`src/rtl/alu_ctrl_seq.sv`:
```
// ALU control decode plus iterative multiply/divide sequencer driving HI/LO.
// Define ALU_CTRL_DIV_EN to build the restoring divider (DIV/DIVU); otherwise those functs decode illegal.
module alu_ctrl_seq #(
  parameter int               WIDTH    = 32,
  parameter logic [WIDTH-1:0] HILO_RST = '0
) (
  input  logic             clk,
  input  logic             reset_n,
  input  logic [2:0]       alu_op,
  input  logic [5:0]       funct,
  input  logic             start,
  input  logic [WIDTH-1:0] op_a,
  input  logic [WIDTH-1:0] op_b,
  input  logic             brk_clr,
  output logic [2:0]       alu_sel,
  output logic             illegal,
  output logic             md_busy,
  output logic             md_done,
  output logic             div_zero,
  output logic [WIDTH-1:0] hi,
  output logic [WIDTH-1:0] lo,
  output logic             break_o
);
  localparam int CNT_W = $clog2(WIDTH) + 1;

  typedef enum logic [1:0] {IDLE, RUN, FIX} state_e;

  state_e             state_q, state_d;
  logic [CNT_W-1:0]   cnt_q, cnt_d;
  logic [WIDTH-1:0]   rem_q, rem_d, quo_q, quo_d, b_q, b_d;
  logic [WIDTH-1:0]   hi_q, hi_d, lo_q, lo_d;
  logic               neg_q, neg_d, done_q, done_d, brk_q, brk_d;
  logic               dz_flag_q, dz_flag_d;
`ifdef ALU_CTRL_DIV_EN
  logic               div_q, div_d, rneg_q, rneg_d, dz_q, dz_d;
  logic [WIDTH:0]     dshift, ddiff;
  logic               dge;
`endif

  logic               is_r, md_funct, accept, a_neg, b_neg;
  logic [WIDTH-1:0]   abs_a, abs_b;
  logic [WIDTH:0]     msum;
  logic [2*WIDTH-1:0] prod;

  always_comb begin
    alu_sel = 3'b001;
    illegal = 1'b0;
    if (alu_op == 3'b001) alu_sel = 3'b010;
    else if (alu_op == 3'b010) begin
      case (funct)
        6'h20, 6'h21: alu_sel = 3'b001;
        6'h22, 6'h23: alu_sel = 3'b010;
        6'h24:        alu_sel = 3'b011;
        6'h25:        alu_sel = 3'b100;
        6'h26:        alu_sel = 3'b110;
        6'h27:        alu_sel = 3'b101;
        6'h2a:        alu_sel = 3'b111;
        6'h0d, 6'h18, 6'h19: ;
`ifdef ALU_CTRL_DIV_EN
        6'h1a, 6'h1b: ;
`endif
        default:      illegal = 1'b1;
      endcase
    end
  end

  assign is_r = start && (alu_op == 3'b010);
`ifdef ALU_CTRL_DIV_EN
  assign md_funct = (funct[5:2] == 4'b0110);
`else
  assign md_funct = (funct == 6'h18) || (funct == 6'h19);
`endif
  assign accept = is_r && md_funct && (state_q == IDLE);

  // Even functs (0x18/0x1a) are the signed variants.
  assign a_neg = ~funct[0] & op_a[WIDTH-1];
  assign b_neg = ~funct[0] & op_b[WIDTH-1];
  assign abs_a = a_neg ? -op_a : op_a;
  assign abs_b = b_neg ? -op_b : op_b;

  assign msum = {1'b0, rem_q} + (quo_q[0] ? {1'b0, b_q} : '0);
  assign prod = {rem_q, quo_q};
`ifdef ALU_CTRL_DIV_EN
  assign dshift = {rem_q, quo_q[WIDTH-1]};
  assign ddiff  = dshift - {1'b0, b_q};
  assign dge    = dshift >= {1'b0, b_q};
`endif

  always_comb begin
    state_d   = state_q;
    cnt_d     = cnt_q;
    rem_d     = rem_q;
    quo_d     = quo_q;
    b_d       = b_q;
    neg_d     = neg_q;
    hi_d      = hi_q;
    lo_d      = lo_q;
    done_d    = 1'b0;
    dz_flag_d = dz_flag_q;
`ifdef ALU_CTRL_DIV_EN
    div_d  = div_q;
    rneg_d = rneg_q;
    dz_d   = dz_q;
`endif
    case (state_q)
      IDLE: if (accept) begin
        state_d   = RUN;
        cnt_d     = '0;
        rem_d     = '0;
        quo_d     = abs_a;
        b_d       = abs_b;
        neg_d     = a_neg ^ b_neg;
        dz_flag_d = 1'b0;
`ifdef ALU_CTRL_DIV_EN
        div_d  = funct[1];
        rneg_d = a_neg;
        dz_d   = funct[1] && (op_b == '0);
`endif
      end
      RUN: begin
`ifdef ALU_CTRL_DIV_EN
        if (div_q && dz_q) begin
          state_d   = IDLE;
          done_d    = 1'b1;
          dz_flag_d = 1'b1;
        end else if (div_q) begin
          rem_d = dge ? ddiff[WIDTH-1:0] : dshift[WIDTH-1:0];
          quo_d = {quo_q[WIDTH-2:0], dge};
        end else
`endif
        begin
          rem_d = msum[WIDTH:1];
          quo_d = {msum[0], quo_q[WIDTH-1:1]};
        end
        cnt_d = cnt_q + CNT_W'(1);
        if (cnt_q == CNT_W'(WIDTH-1)) state_d = FIX;
      end
      FIX: begin
        state_d = IDLE;
        done_d  = 1'b1;
        {hi_d, lo_d} = neg_q ? -prod : prod;
`ifdef ALU_CTRL_DIV_EN
        if (div_q) begin
          lo_d = neg_q  ? -quo_q : quo_q;
          hi_d = rneg_q ? -rem_q : rem_q;
        end
`endif
      end
      default: state_d = IDLE;
    endcase
  end

  // Set wins over a simultaneous clear.
  assign brk_d = (is_r && funct == 6'h0d) ? 1'b1 : (brk_clr ? 1'b0 : brk_q);

  always_ff @(posedge clk or negedge reset_n) begin
    if (!reset_n) begin
      state_q   <= IDLE;
      cnt_q     <= '0;
      rem_q     <= '0;
      quo_q     <= '0;
      b_q       <= '0;
      neg_q     <= 1'b0;
      hi_q      <= HILO_RST;
      lo_q      <= HILO_RST;
      done_q    <= 1'b0;
      dz_flag_q <= 1'b0;
      brk_q     <= 1'b0;
`ifdef ALU_CTRL_DIV_EN
      div_q  <= 1'b0;
      rneg_q <= 1'b0;
      dz_q   <= 1'b0;
`endif
    end else begin
      state_q   <= state_d;
      cnt_q     <= cnt_d;
      rem_q     <= rem_d;
      quo_q     <= quo_d;
      b_q       <= b_d;
      neg_q     <= neg_d;
      hi_q      <= hi_d;
      lo_q      <= lo_d;
      done_q    <= done_d;
      dz_flag_q <= dz_flag_d;
      brk_q     <= brk_d;
`ifdef ALU_CTRL_DIV_EN
      div_q  <= div_d;
      rneg_q <= rneg_d;
      dz_q   <= dz_d;
`endif
    end
  end

  assign md_busy  = (state_q != IDLE);
  assign md_done  = done_q;
  assign div_zero = dz_flag_q;
  assign hi       = hi_q;
  assign lo       = lo_q;
  assign break_o  = brk_q;
endmodule

```
`config.mk`:
```
export PLATFORM = sky130hd
export DESIGN_NAME = alu_ctrl_seq
export DESIGN_NICKNAME = d
export VERILOG_FILES = /design/src/rtl/alu_ctrl_seq.sv
export SDC_FILE = /design/constraint.sdc
export NUM_CORES = 1
export LEC_CHECK = 0
export BUFFER_PORTS_ARGS = -buffer_cell sky130_fd_sc_hd__buf_2
export CAP_MARGIN = 20
export CORE_MARGIN = 8
export CORE_UTILIZATION = 55
export CTS_CLUSTER_SIZE = 28
export DETAILED_ROUTE_END_ITERATION = 10
export PLACE_DENSITY_LB_ADDON = 0.25
export SYNTH_ARGS = -nofsm -noshare
export SYNTH_HDL_FRONTEND = slang
export SYNTH_SLANG_ARGS = --single-unit
```
`constraint.sdc`:
```
create_clock -name clk -period 3.28 [get_ports clk]
set_input_delay 0.164 -clock clk [delete_from_list [all_inputs] [get_ports clk]]
set_output_delay 0.164 -clock clk [all_outputs]
set_load 0.02 [all_outputs]
```
* Yosys cells after proc, flatten, opt, wreduce, memory -nomap -nowiden
Index checks and enable logic that the tools add are counted.
** Storage, ports and cells
- Logic and storage cells :: 74
- Input bits :: 77
- Output and inout bits :: 72
- Flip-flop bits (word level) :: 171
** Operators by class
- Reductions and logical operators :: 14
- Multiplexer cells :: 22
- Bitwise logic cells :: 4
- Eq/ne operators :: 19
- Add/subtract/negate cells :: 5
** Operator list (count)
- 32-bit 2-to-1 mux :: 5
- 32-bit one-hot mux with 2 select lines :: 2
- 64-bit 2-to-1 mux :: 1
- 32-bit negation :: 2
- 64-bit negation :: 1
- 6-bit equality test, second input constant :: 9
- 32-bit by 32-bit adder with 33-bit output :: 1
- 6-bit by 5-bit equality test with 1-bit output, second input constant :: 3
- 3-bit one-hot mux with 6 select lines :: 1
- 6-bit one-hot mux with 2 select lines :: 1
- 12-bit OR reduction :: 1
- 6-bit by 1-bit adder with 6-bit output, second input constant :: 1
- 6-bit by 4-bit equality test with 1-bit output, second input constant :: 1
- 1-bit 2-to-1 mux :: 6
- 3-bit 2-to-1 mux :: 2
- 6-bit 2-to-1 mux :: 1
- 2-bit AND reduction :: 3
- 2-bit nonzero test :: 3
- 1-bit logical AND :: 4
- 2-bit 2-to-1 mux :: 2
- 2-bit != test, second input constant :: 2
- 2-bit one-hot mux with 2 select lines :: 1
- 3-bit by 1-bit equality test with 1-bit output, second input constant :: 1
- 3-bit by 2-bit equality test with 1-bit output, second input constant :: 1
- other kinds (8) :: 9

* Longest topological paths before layout
Gate-level depths: netlist (run 1).
- Word-level depth :: 6
- Mapped depth :: 12
- Depth with buffers taken out :: 11

* Worst setup path before layout (run 1)
Ideal clock, no wire load.
- Kind :: register -> register
- Start :: register quo_q[0]
- End :: register rem_q[29]
- Arrival :: 2.900 ns
- Stages on the path, launching flop included :: 12
- Required time :: 3.158 ns
- Setup slack :: 0.258 ns
- Buffers on the path :: 2
- Clock period less this slack :: 3.022 ns
- Library setup time :: 0.122 ns
- Cell sequence :: dfrtp_1 > clkbuf_1 > and2_1 > ha_1 > clkbuf_1 > nand2_1 > or4_1 > a21oi_1 > o21ai_1 > a2111oi_0 > o21ai_0 > a32o_1
** On the way
- Longest elaborated chain between the ends :: 3
** Ends and longest elaborated chain
- start, declared :: RTL line 30 : logic [WIDTH-1:0] rem_q, rem_d, quo_q, quo_d, b_q, b_d;
- start signal, assigned :: RTL line 178 : quo_q <= quo_d;
- 32-bit 2-to-1 mux :: RTL line 81 : assign msum = {1'b0, rem_q} + (quo_q[0] ? {1'b0, b_q} : '0);
- 32-bit by 32-bit adder with 33-bit output :: RTL line 81
- 32-bit one-hot mux with 2 select lines :: RTL line 105 : case (state_q)
- end signal, assigned :: RTL line 177 : rem_q <= rem_d;
- end, declared :: RTL line 30
No other way between the ends.
A chain may end at the register's enable or synchronous reset.

* Worst setup path in the final report (run 1)
- Start :: register quo_q[0]
- End :: register hi_q[13], in the netlist hi[13]
** On the way
- Longest elaborated chain between the ends :: 2
** Ends and longest elaborated chain
- 64-bit negation :: RTL line 141 : {hi_d, lo_d} = neg_q ? -prod : prod;
- 64-bit 2-to-1 mux :: RTL line 141
- end signal, assigned :: RTL line 181 : hi_q <= hi_d;
- end, declared :: RTL line 31 : logic [WIDTH-1:0] hi_q, hi_d, lo_q, lo_d;
No other way between the ends.

==> impl_metrics.csv, run 1 <==
group,metric,value,unit
hold_path,hold_path.class,"input pin to register",
flow_run,maxCapViolations,0,
sta,setup_viol,0,
sta,fmax,327.9,MHz
cts,htree_levels,4,
status,status,"finished, final reports clean",
cts,clkTransAtPathRegs,70,ps
route,drtIter0Drc,953,
critical_path,critPathLaunch,"quo_q[0]",
sta,drv_slew,0,
critical_path,arrival,3340,ps
finish,post_route_cells_drive_above_1_share,16.73,%
route,vias,10160,
route,antenna_left,0,
place,numPortBuffers,147,
global_route,antenna_found_initial,0,
power_and_ir_drop,p_leak,5.733,nW
critical_path,r2r-start,"quo_q[0]",
global_route,grt-ovfl-total,0,
power_and_ir_drop,vdd.ir_drop.worst,0.3508,mV
route,firstDrtPassIters,5,
synth,synth-xor-area-share,11.38,%
critical_path,required,3570,ps
sta,rsz0062_at_grt,"no",
cts,cts_sinks,171,
place,hpwl,23640,um
finish,fill_cells,1747,
die,start_util,55.49,%
cts,cts_max_path_buffers,2,
critical_path,critPathKind,"register to register",
sta,slew-limit-headroom,31.38,%
route,route.detailed.drc,0,
die,io_pins,149,
synth,synth_compound_area_share,22.22,%
synth,synth_flop_cell,"dfrtp_1",
finish,fin_nets,1590,
synth,synthesis.nets,1448,
global_route,grt_pass1_wl,50030,um
global_route,grt_max_degree,95,
power_and_ir_drop,p_per_area,368.6,nW/um^2
synth,synthTopCellsByArea,"dfrtp_1 38%, xor2_1 7.8%, nand2_1 6.5%",
cts,cts_tree,"yes",
place,place.gp.congestion,0.9776,
critical_path,path_max_fanout,35,
synth,ys_types,70,
route,via_per_inst,5.778,
finish,syn_to_final_growth,16.54,%
sta,period_needed,3050,ps
synth,synth_seq_area_share,38.36,%
finish,utilization,64.67,%
synth,synth.ff_latch_count,171,
synth,synth_fa_ha_area_share,4.217,%
synth,syn_area_per_cell,8.363,um^2
global_route,first_global_vias,9590,
critical_path,r2r_end,"hi[13]",
sta,period_share,92.98,%
sta,worst_clock_skew,11.77,ps
synth,synth_top_family_by_area,"compound AO/OA/AOI/OAI gates",
hold_path,min_from,"op_b[16]",
synth,synthMuxAreaShare,0.1795,%
sta,worst_slew_pin_slew,1029,ps
critical_path,rrSetupSlack,230,ps
synth,synthCells,1334,
critical_path,startpoint_type,"register",
cts,cts_buffers,17,
die,rows,52,
hold_path,holdPathEnd,"b_q[16]",
sta,tns,0,ps
synth,synth_edf_count,0,
route,wl_per_cell,17.45,um
cts,post_cts_buffers,0,
synth,synthSimpleGateAreaFrac,20.20,%
die,die_x,158.4,um
die,die_h,158.4,um
route,drt_wl_total,30690,um
critical_path,reg2reg_depth,8,
synth,synth_area,11160,um^2
synth,synth_top_area_share,38.36,%
critical_path,crit_path_end_kind,"register",
global_route,grt.total_usage,25.04,%
synth,async_flop_share,100.0,%
die,core-area,20100,um^2
finish,diodes,0,
hold_path,min_path_cells,3,
synth,synth_top_cell_by_area,"dfrtp_1",
die,die-area,25100,um^2
cts,clk-insertion-delay-late,430,ps
cts,root_buffer,"clkbuf_16",
synth,yosysWarnings,0,
sta,finalHoldViolCount,0,
-- layout make-up --
class | instances | area [um^2] | area share (%)
well taps | 270 | 337.8 | 2.598
inverters | 23 | 86.33 | 0.6640
multi-input cells | 1063 | 6519 | 50.14
clock buffers | 18 | 429.2 | 3.301
flip-flops and latches | 171 | 4280 | 32.92
clock inverters | 13 | 138.9 | 1.068
repair buffers | 200 | 1210 | 9.306
-- layout by cell type (no fill, tap or decap), types with 12 or more instances in the layout --
cell type,count
ha_1,36
nand3_1,31
o41ai_1,16
and2_1,33
nor3_1,20
dfrtp_1,170
a21o_1,12
or4_1,18
inv_1,23
o31ai_1,29
o21ai_1,68
o21ai_0,136
buf_2,146
a22oi_1,24
clkbuf_16,17
buf_4,45
or3_1,20
a21oi_1,65
xnor2_1,46
nor2_1,84
xor2_1,99
nand2_1,192
-- stage by stage --
stage | hold WS [ps] | area (um^2) | cells | power (mW) | setup WS, ps
2_1_floorplan | -131.6 | 11160 | 1334 | 2.603 | 258.4
3_3_place_gp | 312.8 | 12390 | 1724 | 2.860 | 271.0
3_5_place_dp | 313.9 | 12390 | 1724 | 2.873 | 203.7
4_1_cts | 26.22 | 12990 | 1758 | 4.820 | 177.3
5_1_grt | 45.72 | 13000 | 1758 | 4.986 | 97.24
6_report | 25.70 | 13000 | 1758 | 4.793 | 230.3
-- per-layer routing --
layer / global-route usage (%) / share of wire (%) / vias to the layer above
met5: 0 / 0 / -
met1: 37.69 / 48 / 4725
met4: 7.319 / 1.6 / 0
met3: 3.067 / 7.0 / 36
li1: - / - / 5037
met2: 36.85 / 43 / 360
-- critical path, cell delays in order, from the launching register on --
cell and delay [ps]:
dfrtp_1 390, buf_12 170, or4_1 530, or4_1 500, or2_4 300, or4_4 560
o31ai_4 200, xor2_1 180, o21ai_1 70
-- worst max path at each step --
stage	to	slack, ps	depth (start not counted)
global placement	hi[13]	270	7
CTS	rem_q[29]	180	10
global route	rem_q[29]	100	10
detailed placement	rem_q[29]	200	10
floorplan	rem_q[29]	260	11
finish	hi[13]	230	8
-- synthesized netlist by cell type (4+ instances only) --
| cell | count |
|---|---|
| a211oi_1 | 4 |
| nand2_1 | 193 |
| o41ai_1 | 16 |
| xnor2_1 | 46 |
| inv_1 | 23 |
| nor2b_1 | 11 |
| o31ai_1 | 29 |
| o211ai_1 | 6 |
| a221o_1 | 7 |
| dfrtp_1 | 171 |
| o2111ai_1 | 4 |
| clkbuf_1 | 73 |
| a22oi_1 | 24 |
| or2_2 | 7 |
| nand2b_1 | 8 |
| ha_1 | 36 |
| or3_1 | 20 |
| a21o_1 | 12 |
| xor2_1 | 99 |
| a31oi_1 | 8 |
| a21oi_1 | 65 |
| o21bai_1 | 9 |
| nor3_1 | 20 |
| or4_1 | 18 |
| and2_1 | 33 |
| nand3_1 | 31 |
| and3_1 | 5 |
| nand4_1 | 9 |
| nor4_1 | 9 |
| o21ai_1 | 68 |
| o21ai_0 | 136 |
| nor2_1 | 85 |
-- power breakdown --
part           leakage, nW  switching (mW)  total [mW]  internal (mW)
Combinational         3.33           0.330       0.559          0.229
Sequential            2.13           0.103        2.28           2.18
Clock                0.272           0.888        1.95           1.06
Total                 5.73            1.32        4.79           3.47
-- cell families after synthesis --
kind of cell    Yosys count
simple gates            468
flops                   171
buf+inv                 100
other cells               1
xor+xnor                145
mux                       2
fa+ha+maj                37
compound gates          410
-- repair_timing --
item | CTS | global route
resized for setup | 0 | 3
hold endpoints to repair | 93 | 0
hold buffers | 3 | 0
setup endpoints to repair | 0 | 3
-- sequential cells by signal (all words and copies together), names as in the netlist --
| signal | cells |
|---|---|
| b_q | 32 |
| break_o | 1 |
| cnt_q | 6 |
| hi | 32 |
| lo | 32 |
| md_done | 1 |
| neg_q | 1 |
| quo_q | 32 |
| rem_q | 32 |
| state_q | 2 |
Power figures use the tool's default switching activity.
==> inputs of run 2 (changes only) <==
--- a/config.mk
+++ b/config.mk
@@ -7,8 +7,10 @@
 export LEC_CHECK = 0
 export BUFFER_PORTS_ARGS = -buffer_cell sky130_fd_sc_hd__buf_2
 export CAP_MARGIN = 20
+export CELL_PAD_IN_SITES_DETAIL_PLACEMENT = 1
+export CELL_PAD_IN_SITES_GLOBAL_PLACEMENT = 1
 export CORE_MARGIN = 8
-export CORE_UTILIZATION = 55
+export CORE_UTILIZATION = 44
 export CTS_CLUSTER_SIZE = 28
 export DETAILED_ROUTE_END_ITERATION = 10
 export PLACE_DENSITY_LB_ADDON = 0.25
==> impl_metrics.csv, run 2 (synthesis results as in run 1) <==
group,metric,value,unit
sta,worst_slew_pin_slew,1002,ps
route,drt_wl_total,35730,um
finish,final_common_cell,"nand2_1",
critical_path,path_max_fanout,7,
die,core-area,25040,um^2
power_and_ir_drop,vdd.ir_drop.worst,0.3358,mV
critical_path,slowest_stage,"or3_1",
global_route,first_global_vias,10960,
critical_path,arrival,3410,ps
cts,clk-insertion-delay-late,440,ps
finish,syn_to_final_growth,17.23,%
finish,fin_nets,1583,
global_route,grt_max_degree,91,
route,vias,10460,
route,wl_per_cell,19.72,um
critical_path,startpoint_type,"register",
place,hpwl,27600,um
critical_path,crit_path_end_kind,"register",
cts,htree_levels,4,
die,die_x,175.2,um
die,die-area,30710,um^2
place,placedInstanceArea,12390,um^2
place,place.gp.congestion,0.9048,
cts,post_cts_buffers,0,
power_and_ir_drop,p_leak,5.734,nW
finish,utilization,52.23,%
route,wl_met3,1775,um
die,rows,58,
route,wl_met1,16890,um
place,post-place-ws,96.09,ps
sta,setup_ws,155.9,ps
power_and_ir_drop,p_per_area,377.4,nW/um^2
place,numPortBuffers,147,
finish,diodes,0,
route,antenna_left,0,
finish,final_cell_mix,"192 x nand2_1, 170 x dfrtp_1, 146 x buf_2",
sta,finalHoldViolCount,0,
critical_path,critical_path.top_delay_family,"simple AND/OR/NAND/NOR gates",
route,firstDrtPassIters,5,
die,io_pins,149,
critical_path,cp_slowest_stage_delay,560,ps
sta,fmax,320.1,MHz
cts,root_buffer,"clkbuf_16",
finish,final_area,13080,um^2
route,via_per_inst,5.774,
sta,setup_viol,0,
sta,drv_slew,0,
sta,worst_clock_skew,16.01,ps
global_route,grt_pass1_wl,58310,um
cts,cts_buffers,17,
cts,cts_max_path_buffers,2,
flow_run,maxCapViolations,0,
cts,cts_sinks,171,
sta,slew-limit-headroom,33.06,%
global_route,antenna_found_initial,0,
route,met2_length,16440,um
critical_path,required,3570,ps
die,die_h,175.2,um
sta,period_share,95.25,%
status,status,"finished, final reports clean",
cts,clkTransAtPathRegs,70,ps
hold_path,hold_path.class,"input pin to register",
finish,post_route_cells_drive_above_1_share,16.60,%
route,route.detailed.drc,0,
critical_path,path_cells,"inv_1 > ha_1 > or4b_1 > or3_1 > nor3_4 > nand3_1 > buf_4 > o21ai_1 > xor2_1 > o21ai_1",
critical_path,path_common_cell,"o21ai_1",
cts,cts_tree,"yes",
global_route,grt-ovfl-total,0,
route,drtIter0Drc,704,
sta,tns,0,ps
critical_path,critPathKind,"register to register",
critical_path,crit_buf_inv,2,
die,start_util,44.56,%
sta,period_needed,3124,ps
global_route,grt.total_usage,23.26,%
route,highest_layer,"met4",
sta,rsz0062_at_grt,"no",
-- run 2: cell types whose count changed in the layout (fill, tap and decap cells not counted), moves of 2 or more --
cell,delta
clkinv_4,-2
clkinv_8,+4
clkinvlp_4,-2
buf_4,-7
inv_8,+2
-- run 2: path summary, 6_finish.rpt --
| path | startpoint | endpoint | slack [ps] | depth (start not counted) |
|---|---|---|---|---|
| worst max register to register | quo_q[0] | hi[28] | 160 | 10 |
| max in group asynchronous | reset_n | quo_q[15] | 2150 | 3 |
| min in group asynchronous | reset_n | b_q[15] | 350 | 2 |
| worst max-delay path | quo_q[0] | hi[28] | 160 | 10 |
| worst min register to register | lo[12] | lo[12] | 480 | 2 |
| worst min-delay path | op_b[31] | b_q[31] | 30 | 3 |
-- run 2: final cells by class --
| cell class | count | area, um^2 |
|---|---|---|
| clock buffer | 17 | 425.4 |
| clock inverter | 15 | 183.9 |
| fill | 3038 | 11960 |
| inverter | 23 | 86.33 |
| multi-input combinational | 1063 | 6536 |
| sequential | 171 | 4280 |
| tap | 330 | 412.9 |
| timing repair buffer | 193 | 1152 |
-- run 2: worst register-to-register path, stage by stage (launching register included) --
cell and delay [ps]:
dfrtp_1 450, inv_1 120, ha_1 200, or4b_1 530
or3_1 570, nor3_4 320, nand3_1 170, buf_4 180
o21ai_1 180, xor2_1 180, o21ai_1 80
-- run 2: layer usage --
layer  vias up  GRT usage, %
li1       5008             -
met1      5131         31.82
met2       273         36.93
met3        50         4.317
met4         0         6.782
met5         -             0
-- run 2: what timing repair did --
action / in CTS / in global routing
resized for setup: 0 / 6
endpoints found under the hold margin: 85 / 0
hold buffers: 3 / 0
setup endpoints to repair: 0 / 19
-- run 2: per-stage QoR --
stage / hold WS [ps] / instances / total power [mW]
floorplan: -131.6 / 1334 / 2.603
CTS: 25.05 / 1811 / 4.963
global route: 52.63 / 1812 / 5.125
global placement: 284.7 / 1776 / 2.871
finish: 29.58 / 1812 / 4.936
detailed placement: 291.4 / 1776 / 2.896
-- run 2: where the power goes --
group          switching [mW]  leakage (nW)  internal (mW)
sequential              0.114          2.13           2.18
clock                    1.03         0.296           1.04
combinational           0.348          3.31          0.225
total                    1.49          5.73           3.44
